$ cat src/rtl/instr_encoder_if.sv
`default_nettype none
// ============================================================================
// Module      : instr_encoder_if
// Description : Request/response bundle between a producer and instr_encoder.
// Revision    : 1.0 - initial release
// ============================================================================
interface instr_encoder_if #(
    parameter int ADDR_W = 10
);
    logic              in_valid;
    logic              in_ready;
    logic [2:0]        op;
    logic [4:0]        rd;
    logic [4:0]        rn;
    logic [4:0]        rm;
    logic [63:0]       imm;
    logic              out_valid;
    logic              out_ready;
    logic [ADDR_W-1:0] out_addr;
    logic [31:0]       out_instr;
    logic              err;
    logic [7:0]        err_count;

    modport master (
        output in_valid, op, rd, rn, rm, imm, out_ready,
        input  in_ready, out_valid, out_addr, out_instr, err, err_count
    );

    modport slave (
        input  in_valid, op, rd, rn, rm, imm, out_ready,
        output in_ready, out_valid, out_addr, out_instr, err, err_count
    );
endinterface
`default_nettype wire

$ cat src/rtl/instr_encoder.sv
`default_nettype none
// ============================================================================
// Module      : instr_encoder
// Description : Packs op/register fields and a range-checked signed immediate
//               into LEGv8 words written at sequential byte addresses.
//               Macro INSTR_ENCODER_ERR_FILL_EN: rejected requests emit a
//               filler word (ADD X31,X31,X31) instead of being dropped.
// Revision    : 1.0 - initial release
// ============================================================================
module instr_encoder #(
    parameter int          ADDR_W    = 10,
    parameter int unsigned BASE_ADDR = 0
) (
    input  logic           clk,
    input  logic           reset,
    input  logic           clear,
    instr_encoder_if.slave bus
);
    localparam logic [ADDR_W-1:0] BASE      = BASE_ADDR[ADDR_W-1:0];
    localparam logic [31:0]       FILL_WORD = 32'h8B1F03FF;
    localparam logic [10:0]       OPC_LDUR  = 11'b11111000010;
    localparam logic [10:0]       OPC_STUR  = 11'b11111000000;
    localparam logic [7:0]        OPC_CBZ   = 8'b10110100;
    localparam logic [10:0]       OPC_ADD   = 11'b10001011000;
    localparam logic [10:0]       OPC_SUB   = 11'b11001011000;
    localparam logic [10:0]       OPC_AND   = 11'b10001010000;
    localparam logic [10:0]       OPC_ORR   = 11'b10101010000;

    typedef enum logic [0:0] {
        EMPTY = 1'b0,
        FULL  = 1'b1
    } state_e;

    state_e            state_q, state_d;
    logic [ADDR_W-1:0] addr_q, addr_d;
    logic [31:0]       instr_q, instr_d;
    logic              err_q, err_d;
    logic [7:0]        cnt_q, cnt_d;

    logic              w_out_valid;
    logic              w_in_ready;
    logic              w_accept;
    logic              w_xfer;
    logic              w_legal;
    logic              w_emit;
    logic [31:0]       w_word;
    logic [31:0]       w_load_word;

    assign w_out_valid = (state_q == FULL);
    assign w_in_ready  = ~reset & ~clear & (~w_out_valid | bus.out_ready);
    assign w_accept    = bus.in_valid & w_in_ready;
    assign w_xfer      = w_out_valid & bus.out_ready;

    // Legality mirrors decode's sign extension: the dropped upper bits must
    // all equal the sign bit of the field that survives truncation.
    always_comb begin : encode
        w_word  = '0;
        w_legal = 1'b0;
        case (bus.op)
            3'd0, 3'd1: begin
                w_legal = (bus.imm[63:8] == {56{bus.imm[8]}});
                w_word  = {(bus.op == 3'd0) ? OPC_LDUR : OPC_STUR,
                           bus.imm[8:0], 2'b00, bus.rn, bus.rd};
            end
            3'd2: begin
                w_legal = (bus.imm[63:18] == {46{bus.imm[18]}});
                w_word  = {OPC_CBZ, bus.imm[18:0], bus.rd};
            end
            3'd3: begin
                w_legal = 1'b1;
                w_word  = {OPC_ADD, bus.rm, 6'b0, bus.rn, bus.rd};
            end
            3'd4: begin
                w_legal = 1'b1;
                w_word  = {OPC_SUB, bus.rm, 6'b0, bus.rn, bus.rd};
            end
            3'd5: begin
                w_legal = 1'b1;
                w_word  = {OPC_AND, bus.rm, 6'b0, bus.rn, bus.rd};
            end
            3'd6: begin
                w_legal = 1'b1;
                w_word  = {OPC_ORR, bus.rm, 6'b0, bus.rn, bus.rd};
            end
            default: begin
                w_legal = 1'b0;
                w_word  = '0;
            end
        endcase
    end

`ifdef INSTR_ENCODER_ERR_FILL_EN
    assign w_emit      = w_accept;
    assign w_load_word = w_legal ? w_word : FILL_WORD;
`else
    assign w_emit      = w_accept & w_legal;
    assign w_load_word = w_word;
`endif

    always_comb begin : next_state
        state_d = state_q;
        addr_d  = addr_q;
        instr_d = instr_q;
        err_d   = err_q;
        cnt_d   = cnt_q;
        if (w_xfer) begin
            addr_d = addr_q + ADDR_W'(4);
        end
        if (w_accept && !w_legal) begin
            err_d = 1'b1;
            if (cnt_q != 8'hFF) begin
                cnt_d = cnt_q + 8'd1;
            end
        end
        if (w_emit) begin
            instr_d = w_load_word;
        end
        case (state_q)
            EMPTY:   if (w_emit) state_d = FULL;
            FULL:    if (w_xfer && !w_emit) state_d = EMPTY;
            default: state_d = EMPTY;
        endcase
    end

    always_ff @(posedge clk) begin
        if (reset || clear) begin
            state_q <= EMPTY;
            addr_q  <= BASE;
            instr_q <= '0;
            err_q   <= 1'b0;
            cnt_q   <= '0;
        end else begin
            state_q <= state_d;
            addr_q  <= addr_d;
            instr_q <= instr_d;
            err_q   <= err_d;
            cnt_q   <= cnt_d;
        end
    end

    assign bus.in_ready  = w_in_ready;
    assign bus.out_valid = w_out_valid;
    assign bus.out_addr  = addr_q;
    assign bus.out_instr = instr_q;
    assign bus.err       = err_q;
    assign bus.err_count = cnt_q;
endmodule
`default_nettype wire

$ cat src/flat_wrapper.sv
// flat-port wrapper written by rule: the top's interface ports become plain ports
module instr_encoder_flat 
#(
    parameter int          ADDR_W    = 10,
    parameter int unsigned BASE_ADDR = 0
)
  (clk, reset, clear, bus_in_valid, bus_op, bus_rd, bus_rn, bus_rm, bus_imm, bus_out_ready, bus_in_ready, bus_out_valid, bus_out_addr, bus_out_instr, bus_err, bus_err_count);
  instr_encoder_if #(.ADDR_W(ADDR_W)) bus_i ();
  input  logic clk;
  input  logic reset;
  input  logic clear;
  input wire logic [$bits(bus_i.in_valid)-1:0] bus_in_valid;
  input wire logic [$bits(bus_i.op)-1:0] bus_op;
  input wire logic [$bits(bus_i.rd)-1:0] bus_rd;
  input wire logic [$bits(bus_i.rn)-1:0] bus_rn;
  input wire logic [$bits(bus_i.rm)-1:0] bus_rm;
  input wire logic [$bits(bus_i.imm)-1:0] bus_imm;
  input wire logic [$bits(bus_i.out_ready)-1:0] bus_out_ready;
  output wire logic [$bits(bus_i.in_ready)-1:0] bus_in_ready;
  output wire logic [$bits(bus_i.out_valid)-1:0] bus_out_valid;
  output wire logic [$bits(bus_i.out_addr)-1:0] bus_out_addr;
  output wire logic [$bits(bus_i.out_instr)-1:0] bus_out_instr;
  output wire logic [$bits(bus_i.err)-1:0] bus_err;
  output wire logic [$bits(bus_i.err_count)-1:0] bus_err_count;
  assign bus_i.in_valid = bus_in_valid;
  assign bus_i.op = bus_op;
  assign bus_i.rd = bus_rd;
  assign bus_i.rn = bus_rn;
  assign bus_i.rm = bus_rm;
  assign bus_i.imm = bus_imm;
  assign bus_i.out_ready = bus_out_ready;
  assign bus_in_ready = bus_i.in_ready;
  assign bus_out_valid = bus_i.out_valid;
  assign bus_out_addr = bus_i.out_addr;
  assign bus_out_instr = bus_i.out_instr;
  assign bus_err = bus_i.err;
  assign bus_err_count = bus_i.err_count;
  instr_encoder #(.ADDR_W(ADDR_W), .BASE_ADDR(BASE_ADDR)) u_core (.clk(clk), .reset(reset), .clear(clear), .bus(bus_i));
endmodule
$ cat config.mk
export PLATFORM = sky130hd
export DESIGN_NAME = instr_encoder_flat
export DESIGN_NICKNAME = d
export VERILOG_FILES = /design/src/rtl/instr_encoder_if.sv /design/src/rtl/instr_encoder.sv /design/src/flat_wrapper.sv
export SDC_FILE = /design/constraint.sdc
export NUM_CORES = 1
export LEC_CHECK = 0
export CORE_MARGIN = 2
export CORE_UTILIZATION = 37
export DETAILED_ROUTE_END_ITERATION = 16
export PLACE_DENSITY = 0.77
export SLEW_MARGIN = 30
export SYNTH_ARGS = -nofsm -noshare
export SYNTH_HDL_FRONTEND = slang
export SYNTH_SLANG_ARGS = --single-unit
$ cat constraint.sdc
create_clock -name clk -period 1.9 [get_ports clk]
set_input_delay 0.38 -clock clk [delete_from_list [all_inputs] [get_ports clk]]
set_output_delay 0.38 -clock clk [all_outputs]
set_load 0.02 [all_outputs]
==> flow_summary.yaml <==
run_status:
  status: "complete, but fails checks"
  violations: "setup timing"
finish:
  final_core_util_pct: 69.26
  drive_above_1_share_pct: 25.68
  syn_to_final_growth_pct: 78.45
  layout_commonest_cell: "clkdlybuf4s50_1"
  postLayoutCellArea_um2: 5077
  final_cell_mix: "clkdlybuf4s50_1, nand2_1, buf_4, dfxtp_1, mux2i_1"
  diodes: 0
  layout.nets: 637
die:
  coreArea_um2: 7331
  die_h_um: 91.69
  dieArea_um2: 8407
  io_pins: 140
  rows: 31
  initial_utilization_pct: 38.81
  die-width_um: 91.69
worst_setup_path:
  required_ns: 2.09
  crit_fanout: 6
  cp.arrival_ns: 2.15
  cp-end-kind: "flop"
  cp-start-kind: "primary input"
  worstSetupPathType: "primary input to flop"
placed_design:
  port_buffers: 137
  place_hpwl_um: 7223
  placed_area_um2: 4659
  routabilityCongestion: 0.9006
clock_network:
  numCtsBuffers: 5
  path_clk_slew_ns: 0.09
  cts.sink_count: 50
  clock_tree.root_cell: "clkbuf_8"
  htreeDepth: 2
  clock_latency_ns: 0.30
  cts_tree: "done"
  cts_buffer_depth: 2
sta:
  slew_viol_final: 0
  hold_violations: 0
  fmax_mhz: 512.6
  worst_slack_ns: -0.05089
  setup_violations: 17
  finClkSkew_ns: 0.004322
  fin_crit_sh_pct: 102.7
  rsz0062_at_grt: "true"
  holdWs_ns: 0.4609
  layout_min_cycle_time_ns: 1.951
pwr:
  p_total_mw: 2.276
  power_leakage_nw: 2.152
  p_per_area_nw_per_um2: 448.2
  vdd_drop_max_mv: 0.3110
logic_synthesis:
  synth_top_area_cell: "dfxtp_1"
  ys.flop_type: "dfxtp_1"
  syn_area_um2: 2845
  synth_top_area_share_pct: 35.18
  synth_seq_cells: 50
  synth_edf_count: 0
  synthTopCellsByArea: "dfxtp_1, mux2i_1, nand2_1, nor2_1, nand4_1"
  synthCells: 356
  ys_seq_area_share_pct: 35.18
  synth-async-reset-ratio_pct: 0
  yosysWarnings: 0
  ys_types: 46
  syn_area_per_cell_um2: 7.992
routing:
  drtPass1Iterations: 4
  vias_per_cell: 5.273
  ant_nets: 0
  drc: 0
  drt_iter0_drc: 93
  wl_um: 9903
  detail_route.wl_per_cell_um: 15.28
  routed-via-count: 3417
global_routing:
  grt_max_degree: 38
  antenna_found_initial: 0
  grt_usage_pct: 23.22
  grt_first_pass_wirelength_um: 16240
  first_global_vias: 3411
  overflow: 0
flow_run:
  drv_cap: 0
worst_hold_path:
  hold_class: "flop to flop"
==> per-stage QoR <==
stage / std cells / setup TNS, ns / setup WS, ns
after floorplan: 357 / 0 / 0.00008749
after global placement: 626 / -30.88 / -0.7697
after detailed placement: 626 / -32.01 / -0.8027
after CTS: 648 / -0.2947 / -0.1423
after global routing: 648 / -3.722 / -0.1766
final: 648 / -0.4017 / -0.05089
==> routing by layer <==
metal | global-route usage, % | up-vias | share of wire (%) | wire length [µm]
met4 | 6.343 | 0 | 2.0 | 199
met1 | 28.91 | 1615 | 43 | 4212
met3 | 3.698 | 18 | 5.0 | 493
li1 | - | 1677 | - | -
met5 | 0 | - | 0 | 0
met2 | 41.48 | 107 | 50 | 4997
==> cells in the mapped netlist (2+ instances only) <==
cell type   n
nand2_1    62
dfxtp_1    50
mux2i_1    35
nor2_1     26
inv_1      16
nand3_1    16
nand4_1    15
a21oi_1    13
nor3_1     11
clkbuf_1   10
nor4_1     10
and3_1      9
o21ai_0     9
and4_1      7
o211ai_1    6
a22oi_1     5
o221ai_1    5
xor2_1      4
a211oi_1    3
buf_2       3
buf_6       3
or3_1       3
xnor2_1     3
a31oi_1     2
and2_1      2
buf_1       2
buf_4       2
ha_1        2
nand2b_1    2
nand3b_1    2
nor2b_1     2
or4_1       2
==> final cells by class <==
class | count | area (µm²)
multi-input combinational | 271 | 1934
clock buffer | 6 | 82.58
timing repair buffer | 204 | 1859
tap | 99 | 123.9
fill | 581 | 2253
inverter | 16 | 60.06
sequential | 50 | 1001
clock inverter | 2 | 16.27
==> registers in the layout, summed over array words and instances (netlist names) <==
register              cells
u_core.bus.out_instr     32
u_core.bus.err            1
u_core.bus.out_addr       8
u_core.bus.err_count      8
u_core.bus.out_valid      1
==> critical path, stage by stage <==
cell	delay (ns)
dlygate4sd2_1	0.25
nor4_1	0.29
nand4_1	0.23
o22ai_2	0.28
a31o_4	0.21
o21ai_4	0.11
buf_6	0.15
a32o_1	0.24
==> cells by family after synthesis <==
logic type | share of synthesized area [%]
xor+xnor | 2.155
mux | 12.31
other cells | 0.1318
buf+inv | 5.937
simple gates | 29.95
fa+ha+maj | 0.8794
flops | 35.18
compound gates | 13.46
==> timing repair <==
item / 4_1_cts / 5_1_grt
gates resized for setup: 158 / 47
buffers inserted: 14 / 5
cloned: 2 / 0
pin swaps: 38 / 25
endpoints found under the hold margin: 0 / 0
endpoints found under the setup margin: 43 / 42
hold buffers: 0 / 0
==> where the power goes <==
group	switching, mW	internal [mW]
sequential	0.00870	1.06
combinational	0.258	0.292
clock	0.355	0.300
total	0.621	1.65
==> worst paths after layout <==
| check | startpoint | to | slack (ns) | depth (start not counted) |
|---|---|---|---|---|
| setup / recovery | bus_imm[19] | u_core.bus.out_instr[26]$_SDFFE_PP0P_ | -0.05 | 8 |
| hold / removal | u_core.bus.out_instr[31]$_SDFFE_PP0P_ | u_core.bus.out_instr[31]$_SDFFE_PP0P_ | 0.46 | 2 |
| setup reg to reg | u_core.bus.err_count[4]$_SDFFE_PP0P_ | u_core.bus.err_count[4]$_SDFFE_PP0P_ | 0.14 | 6 |
| hold reg to reg | u_core.bus.out_instr[31]$_SDFFE_PP0P_ | u_core.bus.out_instr[31]$_SDFFE_PP0P_ | 0.46 | 2 |
Power figures use the tool's default switching activity.
